[src/rtl/uart_rx_fifo_if.sv]
// ---------------------------------------------------------------------------
// uart_rx_fifo_if
// Groups the tick / serial-line / pop / error signals of uart_rx_fifo.
//   slave  modport : used by the receiver (uart_rx_fifo)
//   master modport : used by whoever drives the line and pops bytes
// Signals:
//   i_s_tick     16x baud tick pulse
//   i_rx         serial line, idles high
//   i_rd_uart    pop request from the consumer
//   i_clr_err    clear sticky error flags
//   o_r_data     FIFO head byte (valid while o_rx_empty = 0)
//   o_rx_empty   FIFO empty
//   o_rx_full    FIFO full
//   o_frame_err  sticky framing error
//   o_overrun    sticky overrun
//   o_parity_err sticky parity error (0 unless UART_RX_PARITY_EN)
// ---------------------------------------------------------------------------
interface uart_rx_fifo_if #(
    parameter int DBIT = 8
);
    logic            i_s_tick;
    logic            i_rx;
    logic            i_rd_uart;
    logic            i_clr_err;
    logic [DBIT-1:0] o_r_data;
    logic            o_rx_empty;
    logic            o_rx_full;
    logic            o_frame_err;
    logic            o_overrun;
    logic            o_parity_err;

    modport slave (
        input  i_s_tick, i_rx, i_rd_uart, i_clr_err,
        output o_r_data, o_rx_empty, o_rx_full, o_frame_err, o_overrun, o_parity_err
    );

    modport master (
        output i_s_tick, i_rx, i_rd_uart, i_clr_err,
        input  o_r_data, o_rx_empty, o_rx_full, o_frame_err, o_overrun, o_parity_err
    );
endinterface

[src/rtl/uart_rx_fifo.sv]
// ---------------------------------------------------------------------------
// uart_rx_fifo
// UART receiver (16x oversampling) feeding a first-word-fall-through FIFO.
// Completed bytes are pushed into the FIFO; the consumer pops with rd_uart.
// Framing and overrun errors are reported as sticky flags.
//
// Optional feature: define UART_RX_PARITY_EN to add an even-parity bit
// between the data bits and the stop bit (sticky o_parity_err).
//
// Ports:
//   clock   system clock, rising edge
//   i_reset asynchronous active-low reset
//   bus     uart_rx_fifo_if.slave (tick, rx, pop, clear, data and flags)
// Parameters:
//   DBIT    data bits per frame
//   SB_TICK ticks spanned by the stop bit (16/24/32)
//   ADDR_W  FIFO address width, depth = 2**ADDR_W
// ---------------------------------------------------------------------------
module uart_rx_fifo #(
    parameter int DBIT    = 8,
    parameter int SB_TICK = 16,
    parameter int ADDR_W  = 2
) (
    input  logic              clock,
    input  logic              i_reset,
    uart_rx_fifo_if.slave     bus
);
    localparam int DEPTH  = 1 << ADDR_W;
    localparam int TICK_W = $clog2((SB_TICK > 16) ? SB_TICK : 16);
    localparam int BIT_W  = (DBIT > 1) ? $clog2(DBIT) : 1;

    typedef enum logic [2:0] {
        ST_IDLE   = 3'd0,
        ST_START  = 3'd1,
        ST_DATA   = 3'd2,
        ST_PARITY = 3'd3,
        ST_STOP   = 3'd4
    } state_t;

    // receiver state
    state_t             state_q, state_d;
    logic [TICK_W-1:0]  s_q, s_d;
    logic [BIT_W-1:0]   n_q, n_d;
    logic [DBIT-1:0]    b_q, b_d;
    logic               rx_meta_q, rx_sync_q;
    logic               done_s;
    logic               frame_err_set_s;
    logic               parity_err_set_s;
`ifdef UART_RX_PARITY_EN
    logic               par_q, par_d;
    logic               parity_err_q, parity_err_d;
`endif

    // FIFO state
    logic [DBIT-1:0]    mem_q [DEPTH];
    logic [DBIT-1:0]    mem_d [DEPTH];
    logic [ADDR_W-1:0]  wr_ptr_q, wr_ptr_d;
    logic [ADDR_W-1:0]  rd_ptr_q, rd_ptr_d;
    logic               empty_q, empty_d;
    logic               full_q, full_d;
    logic [DBIT-1:0]    r_data_q, r_data_d;
    logic               push_s, pop_s, overrun_set_s;

    // sticky errors
    logic               frame_err_q, frame_err_d;
    logic               overrun_q, overrun_d;

    // Two-flop synchroniser for the asynchronous serial line (idles high).
    always_ff @(posedge clock or negedge i_reset) begin
        if (!i_reset) begin
            rx_meta_q <= 1'b1;
            rx_sync_q <= 1'b1;
        end else begin
            rx_meta_q <= bus.i_rx;
            rx_sync_q <= rx_meta_q;
        end
    end

    // Receiver next-state logic; counters only move on a baud tick.
    always_comb begin
        state_d          = state_q;
        s_d              = s_q;
        n_d              = n_q;
        b_d              = b_q;
        done_s           = 1'b0;
        frame_err_set_s  = 1'b0;
        parity_err_set_s = 1'b0;
`ifdef UART_RX_PARITY_EN
        par_d            = par_q;
`endif
        case (state_q)
            ST_IDLE: begin
                if (!rx_sync_q) begin
                    s_d     = '0;
                    state_d = ST_START;
                end else begin
                    state_d = ST_IDLE;
                end
            end
            ST_START: begin
                if (bus.i_s_tick) begin
                    // Tick 7 is the middle of the start bit: confirm it is still low.
                    if (s_q == TICK_W'(7)) begin
                        if (!rx_sync_q) begin
                            s_d     = '0;
                            n_d     = '0;
                            state_d = ST_DATA;
                        end else begin
                            state_d = ST_IDLE;
                        end
                    end else begin
                        s_d = s_q + TICK_W'(1);
                    end
                end else begin
                    state_d = ST_START;
                end
            end
            ST_DATA: begin
                if (bus.i_s_tick) begin
                    if (s_q == TICK_W'(15)) begin
                        s_d = '0;
                        // LSB-first: shift new bits in at the top.
                        b_d = {rx_sync_q, b_q[DBIT-1:1]};
                        if (n_q == BIT_W'(DBIT - 1)) begin
`ifdef UART_RX_PARITY_EN
                            state_d = ST_PARITY;
`else
                            state_d = ST_STOP;
`endif
                        end else begin
                            n_d = n_q + BIT_W'(1);
                        end
                    end else begin
                        s_d = s_q + TICK_W'(1);
                    end
                end else begin
                    state_d = ST_DATA;
                end
            end
`ifdef UART_RX_PARITY_EN
            ST_PARITY: begin
                if (bus.i_s_tick) begin
                    if (s_q == TICK_W'(15)) begin
                        s_d     = '0;
                        par_d   = rx_sync_q;
                        state_d = ST_STOP;
                    end else begin
                        s_d = s_q + TICK_W'(1);
                    end
                end else begin
                    state_d = ST_PARITY;
                end
            end
`endif
            ST_STOP: begin
                if (bus.i_s_tick) begin
                    if (s_q == TICK_W'(SB_TICK - 1)) begin
                        state_d = ST_IDLE;
                        if (!rx_sync_q) begin
                            frame_err_set_s = 1'b1;
`ifdef UART_RX_PARITY_EN
                        end else if ((^b_q) ^ par_q) begin
                            parity_err_set_s = 1'b1;
`endif
                        end else begin
                            done_s = 1'b1;
                        end
                    end else begin
                        s_d = s_q + TICK_W'(1);
                    end
                end else begin
                    state_d = ST_STOP;
                end
            end
            default: begin
                state_d = ST_IDLE;
                s_d     = '0;
                n_d     = '0;
            end
        endcase
    end

    // Receiver state registers.
    always_ff @(posedge clock or negedge i_reset) begin
        if (!i_reset) begin
            state_q <= ST_IDLE;
            s_q     <= '0;
            n_q     <= '0;
            b_q     <= '0;
`ifdef UART_RX_PARITY_EN
            par_q   <= 1'b0;
`endif
        end else begin
            state_q <= state_d;
            s_q     <= s_d;
            n_q     <= n_d;
            b_q     <= b_d;
`ifdef UART_RX_PARITY_EN
            par_q   <= par_d;
`endif
        end
    end

    // A pop only counts when there is something to pop, so a simultaneous
    // push into an empty FIFO degenerates to a plain push; a pop frees the
    // slot a push into a full FIFO needs, so no overrun in that case.
    always_comb begin
        pop_s         = bus.i_rd_uart & ~empty_q;
        push_s        = done_s & (~full_q | pop_s);
        overrun_set_s = done_s & full_q & ~pop_s;
        mem_d         = mem_q;
        wr_ptr_d      = wr_ptr_q;
        rd_ptr_d      = rd_ptr_q;
        empty_d       = empty_q;
        full_d        = full_q;
        case ({push_s, pop_s})
            2'b10: begin
                mem_d[wr_ptr_q] = b_q;
                wr_ptr_d        = wr_ptr_q + ADDR_W'(1);
                empty_d         = 1'b0;
                full_d          = ((wr_ptr_q + ADDR_W'(1)) == rd_ptr_q);
            end
            2'b01: begin
                rd_ptr_d = rd_ptr_q + ADDR_W'(1);
                full_d   = 1'b0;
                empty_d  = ((rd_ptr_q + ADDR_W'(1)) == wr_ptr_q);
            end
            2'b11: begin
                mem_d[wr_ptr_q] = b_q;
                wr_ptr_d        = wr_ptr_q + ADDR_W'(1);
                rd_ptr_d        = rd_ptr_q + ADDR_W'(1);
            end
            default: begin
                empty_d = empty_q;
            end
        endcase
        // Registered head: shows the entry the read pointer will point at.
        r_data_d = mem_d[rd_ptr_d];
    end

    // FIFO storage, pointers and status registers.
    always_ff @(posedge clock or negedge i_reset) begin
        if (!i_reset) begin
            for (int i = 0; i < DEPTH; i++) begin
                mem_q[i] <= '0;
            end
            wr_ptr_q <= '0;
            rd_ptr_q <= '0;
            empty_q  <= 1'b1;
            full_q   <= 1'b0;
            r_data_q <= '0;
        end else begin
            mem_q    <= mem_d;
            wr_ptr_q <= wr_ptr_d;
            rd_ptr_q <= rd_ptr_d;
            empty_q  <= empty_d;
            full_q   <= full_d;
            r_data_q <= r_data_d;
        end
    end

    // Sticky error next state: a new error in the clear cycle wins.
    always_comb begin
        frame_err_d  = (frame_err_q & ~bus.i_clr_err) | frame_err_set_s;
        overrun_d    = (overrun_q & ~bus.i_clr_err) | overrun_set_s;
`ifdef UART_RX_PARITY_EN
        parity_err_d = (parity_err_q & ~bus.i_clr_err) | parity_err_set_s;
`endif
    end

    // Sticky error registers.
    always_ff @(posedge clock or negedge i_reset) begin
        if (!i_reset) begin
            frame_err_q  <= 1'b0;
            overrun_q    <= 1'b0;
`ifdef UART_RX_PARITY_EN
            parity_err_q <= 1'b0;
`endif
        end else begin
            frame_err_q  <= frame_err_d;
            overrun_q    <= overrun_d;
`ifdef UART_RX_PARITY_EN
            parity_err_q <= parity_err_d;
`endif
        end
    end

    assign bus.o_r_data    = r_data_q;
    assign bus.o_rx_empty  = empty_q;
    assign bus.o_rx_full   = full_q;
    assign bus.o_frame_err = frame_err_q;
    assign bus.o_overrun   = overrun_q;
`ifdef UART_RX_PARITY_EN
    assign bus.o_parity_err = parity_err_q;
`else
    // Parity-set is never raised without the parity state.
    logic unused_parity_s;
    assign unused_parity_s  = parity_err_set_s;
    assign bus.o_parity_err = 1'b0;
`endif

endmodule
[src/flat_wrapper.sv]
// flat-port wrapper written by rule: the top's interface ports become plain ports
module uart_rx_fifo_flat 
#(
    parameter int DBIT    = 8,
    parameter int SB_TICK = 16,
    parameter int ADDR_W  = 2
)
  (clock, i_reset, bus_i_s_tick, bus_i_rx, bus_i_rd_uart, bus_i_clr_err, bus_o_r_data, bus_o_rx_empty, bus_o_rx_full, bus_o_frame_err, bus_o_overrun, bus_o_parity_err);
  uart_rx_fifo_if #(.DBIT(DBIT)) bus_i ();
  input  logic clock;
  input  logic i_reset;
  input wire logic [$bits(bus_i.i_s_tick)-1:0] bus_i_s_tick;
  input wire logic [$bits(bus_i.i_rx)-1:0] bus_i_rx;
  input wire logic [$bits(bus_i.i_rd_uart)-1:0] bus_i_rd_uart;
  input wire logic [$bits(bus_i.i_clr_err)-1:0] bus_i_clr_err;
  output wire logic [$bits(bus_i.o_r_data)-1:0] bus_o_r_data;
  output wire logic [$bits(bus_i.o_rx_empty)-1:0] bus_o_rx_empty;
  output wire logic [$bits(bus_i.o_rx_full)-1:0] bus_o_rx_full;
  output wire logic [$bits(bus_i.o_frame_err)-1:0] bus_o_frame_err;
  output wire logic [$bits(bus_i.o_overrun)-1:0] bus_o_overrun;
  output wire logic [$bits(bus_i.o_parity_err)-1:0] bus_o_parity_err;
  assign bus_i.i_s_tick = bus_i_s_tick;
  assign bus_i.i_rx = bus_i_rx;
  assign bus_i.i_rd_uart = bus_i_rd_uart;
  assign bus_i.i_clr_err = bus_i_clr_err;
  assign bus_o_r_data = bus_i.o_r_data;
  assign bus_o_rx_empty = bus_i.o_rx_empty;
  assign bus_o_rx_full = bus_i.o_rx_full;
  assign bus_o_frame_err = bus_i.o_frame_err;
  assign bus_o_overrun = bus_i.o_overrun;
  assign bus_o_parity_err = bus_i.o_parity_err;
  uart_rx_fifo #(.DBIT(DBIT), .SB_TICK(SB_TICK), .ADDR_W(ADDR_W)) u_core (.clock(clock), .i_reset(i_reset), .bus(bus_i));
endmodule
[config.mk]
export PLATFORM = sky130hd
export DESIGN_NAME = uart_rx_fifo_flat
export DESIGN_NICKNAME = d
export VERILOG_FILES = /design/src/rtl/uart_rx_fifo_if.sv /design/src/rtl/uart_rx_fifo.sv /design/src/flat_wrapper.sv
export SDC_FILE = /design/constraint.sdc
export NUM_CORES = 1
export LEC_CHECK = 0
export ABC_AREA = 1
export BUFFER_PORTS_ARGS = -buffer_cell sky130_fd_sc_hd__buf_2
export CORE_MARGIN = 3
export CORE_UTILIZATION = 45
export DETAILED_ROUTE_END_ITERATION = 10
export GPL_TIMING_DRIVEN = 0
export PLACE_DENSITY = 0.64
export SYNTH_ARGS = -nofsm -noshare
export SYNTH_HDL_FRONTEND = slang
export SYNTH_SLANG_ARGS = --single-unit
[constraint.sdc]
create_clock -name clock -period 3 [get_ports clock]
set_clock_uncertainty 0.15 [all_clocks]
set_input_delay 0.15 -clock clock [delete_from_list [all_inputs] [get_ports clock]]
set_output_delay 0.15 -clock clock [all_outputs]
set_load 0.01 [all_outputs]
# After elaboration in Yosys (flattened, before gate mapping)
# Cells that the tools add are included.
[totals] output_inout_bits=13 ff_bits=68 inputBits=6 wordCells=116
[classes] eq_ne=23 n_bitwise=16 n_lt_le_gt_ge=3 mux=43 add_sub_neg=4 n_reduce_logical=10
[ops] op="$mux W3" n=13
[ops] op="$bwmux W32" n=1
[ops] op="$mux W32" n=1
[ops] op="$mux W4" n=7
[ops] op="$mux W8" n=3
[ops] op="$bmux W8 S2" n=1
[ops] op="$demux W8 S2" n=1
[ops] op="$pmux W4 S4" n=1
[ops] op="$ne A2 B2 Y1 const B" n=6
[ops] op="$ne A3 B2 Y1 const B" n=4
[ops] op="$pmux W3 S4" n=1
[ops] op="$mux W1" n=9
[ops] op="$pmux W3 S3" n=1
[ops] op="$reduce_and A4 Y1" n=2
[ops] op="$reduce_and A7 Y1" n=1
[ops] op="$and A1 B1 Y1" n=6
[ops] op="$eq A3 B3 Y1 const B" n=2
[ops] op="$ge A3 B3 Y1 const B" n=2
[ops] op="$not A2 Y3" n=2
[ops] op="$reduce_or A2 Y1" n=3
[ops] op="$not A1 Y1" n=5
[ops] op="$add A2 B1 Y2 const B" n=2
[ops] op="$add A4 B1 Y4 const B" n=1
[ops] op="$eq A2 B2 Y1" n=2
[ops] op="other kinds (16)" n=22

# Logic depth before layout (Yosys ltp)
[depth] word_depth=12 depth_mapped=16 depth_no_buf=15

# Worst setup path before layout
# Ideal clock, no wire load.
[synth_timing] path_kind="reg-to-reg" start="register u_core.s_q[1]" end="register u_core.r_data_q[2] (netlist: u_core.bus.o_r_data[2])" arrival_time_ps=1957 path_buffers=1 setup_ps=118 stages_incl_launch_ff=17 period_less_slack_ps=2225 setup_slack_ps=775 required_time_ps=2732 path_cell_list="dfrtp_1 ha_1 nand2_2 nor2_4 nand4_1 nor2_1 ha_1 inv_2 nand2_2 nand2_1 buf_6 nand2_1 o21ai_0 nand2_1 nand2_1 nand2_1 nand2_1"
[synth_lines] element="from (decl)" line_no="uart_rx_fifo.sv:42" source="logic [TICK_W-1:0] s_q, s_d;"
[synth_lines] element="from (signal assigned)" line_no="uart_rx_fifo.sv:187" source="s_q <= '0;"
[synth_lines] element="from (signal assigned)" line_no="uart_rx_fifo.sv:195" source="s_q <= s_d;"
[synth_lines] element="to (signal assigned)" line_no="uart_rx_fifo.sv:258" source="r_data_q <= r_data_d;"
[synth_lines] element="to (decl)" line_no="uart_rx_fifo.sv:61" source="logic [DBIT-1:0] r_data_q, r_data_d;"

# Worst setup path after layout
[layout_timing] start="register u_core.s_q[1]" end="register u_core.r_data_q[1] (netlist: u_core.bus.o_r_data[1])"
[layout_between] elab_chain_len=12 elab_cells_between_ends=16 cone_classes="4 x eq/ne; 8 x mux; 2 x bitwise; 2 x reduce/logical"
[layout_lines] element="$eq A4 B4 Y1 (*)" line_no="uart_rx_fifo.sv:157" source="if (s_q == TICK_W'(SB_TICK - 1)) begin"
[layout_lines] element="$mux W1 (*)" line_no="uart_rx_fifo.sv:157"
[layout_lines] element="$mux W1 (*)" line_no="uart_rx_fifo.sv:156" source="if (bus.i_s_tick) begin"
[layout_lines] element="$mux W1 (*)" line_no="uart_rx_fifo.sv:91" source="case (state_q)"
[layout_lines] element="$and A1 B1 Y1 (*)" line_no="uart_rx_fifo.sv:209" source="push_s = done_s & (~full_q | pop_s);"
[layout_lines] element="$eq A2 B2 Y1 / $eq A2 B1 Y1 (equally long branches)" line_no="uart_rx_fifo.sv:216" source="case ({push_s, pop_s})"
[layout_lines] element="$reduce_or A2 Y1 (no source line)"
[layout_lines] element="$mux W2"
[layout_lines] element="$not A2 Y3 (not written as such)" line_no="uart_rx_fifo.sv:238" source="r_data_d = mem_d[rd_ptr_d];"
[layout_lines] element="$bmux W8 S2 (*)" line_no="uart_rx_fifo.sv:238"
[layout_lines] element="$mux W8 (not written as such) (*) (2 in series)" line_no="uart_rx_fifo.sv:238"
[layout_lines] element="named net u_core.r_data_d[1]" line_no="uart_rx_fifo.sv:61"
# Mark *: on every way through the listed nets, which the timed path passes. The rest lies on a longest branch. The select of a mux whose other input is x is not followed.
# A chain may end at the register's enable or synchronous reset.

==> impl_metrics.yaml <==
clocking:
  clk_latency_ns: 0.35
  clk_pin_slew_ns: 0.08
  cts_max_path_buffers: 2
  cts_tree: "yes"
  cts_buffers: 9
  cts-root-buf: "clkbuf_8"
  clock-sinks: 68
  post-cts-setup-buffer-count: 0
  htree_levels: 3
floorplan:
  start_util_pct: 46.9
  die-area_um2: 8730
  die_y_um: 93.4
  die_w_um: 93.4
  rows: 31
  pin_count: 19
  core_um2: 7330
worst_hold_path:
  hold_depth: 3
  holdCritPathClass: "input port to flip-flop"
  hp-start: "bus_i_rd_uart"
  whs_endpoint: "u_core.rd_ptr_q[1]$_DFF_PN0_"
setup_path:
  path_cells: "ha_1, nand2_2, nor2_4, nand4_1, nor2_1, ha_1, inv_2, nand2_2, nand2_1, nor2_1, o21ai_0, nand3_1, nand2_1"
  reg2reg_slack_ns: 0.39
  worst-path-buf-inv: 1
  crit_path_max_incr_delay_ns: 0.42
  cp_slowest_cell: "dfrtp_1"
  critical_path_class: "flip-flop to flip-flop"
  r2r-end: "u_core.bus.o_r_data[1]$_DFF_PN0_"
  crit-reg2reg-launch: "u_core.s_q[1]$_DFFE_PN0P_"
  worstPathArrival_ns: 2.70
  path_delay_family: "simple AND/OR/NAND/NOR gates"
  critPathMaxFanout: 8
  ff2ff_path_depth: 13
  worstSetupStartpointType: "flip-flop"
  crit_path_end_kind: "flip-flop"
  crit_required_ns: 3.09
place:
  routabilityCongestion: 0.903
  dp.cells: 550
  place_hpwl_mm: 5.02
  port_buffers: 16
timing:
  rsz0062_at_grt: "false"
  tightest_slew_ns: 0.848
  min_period_over_period_pct: 87.1
  hold_slack_ns: 0.0969
  period_minus_slack_ns: 2.61
  hold_viol: 0
  relSlewSlack_pct: 43.5
  drv_slew: 0
  setup_viol: 0
  final.setup.tns_ns: 0
  fmax_mhz: 383
status:
  status: "finished, final reports clean"
global_route:
  antenna_found_initial: 0
  grt_pass1_wl_mm: 12.5
  overflow: 0
  grt_max_degree: 69
  grt_pass1_vias: 2695
  gr-usage-all-layers_pct: 18.5
route:
  wire_per_inst_um: 12.8
  vias_per_cell: 4.92
  wl_mm: 7.28
  drtPass1Iterations: 4
  ant_nets: 0
  drtIter0Drc: 145
  vias: 2807
  drc: 0
power:
  p_leak_uw: 0.00215
  power_uw: 2200
  power_density_nw_per_um2: 570
  ir_worst_vdd_uv: 425
synth:
  synthDistinctLibCells: 33
  ys_top_cells_by_count: "nand2_1, dfrtp_1, nor2_1, nand3_1, inv_1"
  synth_edf_count: 0
  synthCells: 435
  async_flop_share_pct: 100
  synth-seq-area-share_pct: 49.6
  ys_warn_count: 0
  syn_area_per_cell_um2: 7.91
  syn_area_um2: 3440
  ys.flop_type: "dfrtp_1"
  yosysTopAreaCell: "dfrtp_1"
  synthDominantCellAreaShare_pct: 47.3
  synth_fp_nets: 451
  netlist_top_cells_area: "dfrtp_1, nand2_1, nand3_1"
  synth.most_common_cell: "nand2_1"
  synth_seq_cells: 68
job:
  max_cap_violations: 0
cells_and_area:
  n_antenna_cell: 0
  final_util_pct: 52.8
  syn_to_final_growth_pct: 12.4
  drive_gt1_share_pct: 14.9
  fin_cells: 570
  nets: 482
  n_fill_cell: 717
==> timing repair <==
item	in CTS	in global routing
hold buffers	4	0
endpoints found under the hold margin	69	0
setup endpoints to repair	0	7
resized for setup	0	2
==> layer usage <==
metal	vias to the layer above	wire, um	track usage (%)
met1	1309	3390	23.3
li1	1440	-	-
met2	51	3530	30.9
met4	0	57	6.23
met5	-	0	0
met3	7	303	4.59
==> stage by stage <==
stage / area, um^2 / setup slack [ns]
final: 3870 / 0.388
after detailed placement: 3650 / 0.211
after global routing: 3870 / 0.0476
after global placement: 3640 / 0.220
after CTS: 3860 / 0.199
after floorplan: 3440 / 0.775
==> where the power goes <==
group          switching, uW  internal (uW)  total (uW)
Combinational            364            167         530
Clock                    367            303         670
Sequential              42.3            961        1000
Total                    773           1430        2200
==> cell type report <==
type	instances	area, um^2	area share, %
plain buffers	9	71.3	1.84
clock inverters	7	51.3	1.33
clock buffers	9	124	3.20
well taps	99	124	3.20
repair buffers	20	123	3.17
multi-input cells	315	1500	38.9
inverters	43	166	4.30
flip-flops and latches	68	1710	44.1
==> state kept, by name, summed over array words and instances (netlist names) <==
| name | cells |
|---|---|
| u_core.state_q | 3 |
| u_core.bus.o_rx_empty | 1 |
| u_core.wr_ptr_q | 2 |
| u_core.rx_meta_q | 1 |
| u_core.bus.o_overrun | 1 |
| u_core.s_q | 4 |
| u_core.mem_q | 32 |
| u_core.bus.o_frame_err | 1 |
| u_core.n_q | 3 |
| u_core.rx_sync_q | 1 |
| u_core.rd_ptr_q | 2 |
| u_core.bus.o_r_data | 8 |
| u_core.bus.o_rx_full | 1 |
| u_core.b_q | 8 |
==> layout by cell type, fill, tap and decap left out, types with 3 or more instances in the layout <==
| cell type | n |
|---|---|
| nand2_1 | 159 |
| dfrtp_1 | 65 |
| nor2_1 | 44 |
| nand3_1 | 41 |
| inv_1 | 36 |
| buf_2 | 18 |
| o21ai_1 | 11 |
| ha_1 | 10 |
| clkbuf_8 | 9 |
| nand4_1 | 8 |
| o21ai_0 | 8 |
| inv_2 | 5 |
| nand2_2 | 5 |
| nor2_2 | 5 |
| a21oi_1 | 5 |
| buf_4 | 4 |
| dlygate4sd3_1 | 4 |
| buf_6 | 3 |
| dfstp_2 | 3 |
==> worst min-delay path: cells and delay by family <==
kind	cells	cell delay, ns
simple gates	1	0.10
compound gates	1	0.14
buf+inv	1	0.11
==> how the worst max path moves through the flow <==
stage	endpoint	cells past startpoint	startpoint
finish	u_core.bus.o_r_data[1]$_DFF_PN0_	13	u_core.s_q[1]$_DFFE_PN0P_
global route	u_core.bus.o_r_data[1]$_DFF_PN0_	12	u_core.state_q[1]$_DFFE_PN0P_
CTS	u_core.bus.o_r_data[1]$_DFF_PN0_	14	u_core.s_q[1]$_DFFE_PN0P_
detailed placement	u_core.bus.o_r_data[1]$_DFF_PN0_	14	u_core.s_q[1]$_DFFE_PN0P_
global placement	u_core.bus.o_r_data[6]$_DFF_PN0_	14	u_core.s_q[1]$_DFFE_PN0P_
floorplan	u_core.bus.o_r_data[2]$_DFF_PN0_	16	u_core.s_q[1]$_DFFE_PN0P_
==> cells by family (layout without fill, tap and decap cells) <==
family          after synthesis  count (layout)  synth area share [%]
simple gates                269             269                  33.5
flops                        68              68                  49.6
buf+inv                      52              88                  6.91
compound gates               31              31                  5.27
fa+ha+maj                    10              10                  3.64
xor+xnor                      4               4                  1.02
other cells                   1               1                 0.109
Power figures use the tool's default switching activity.
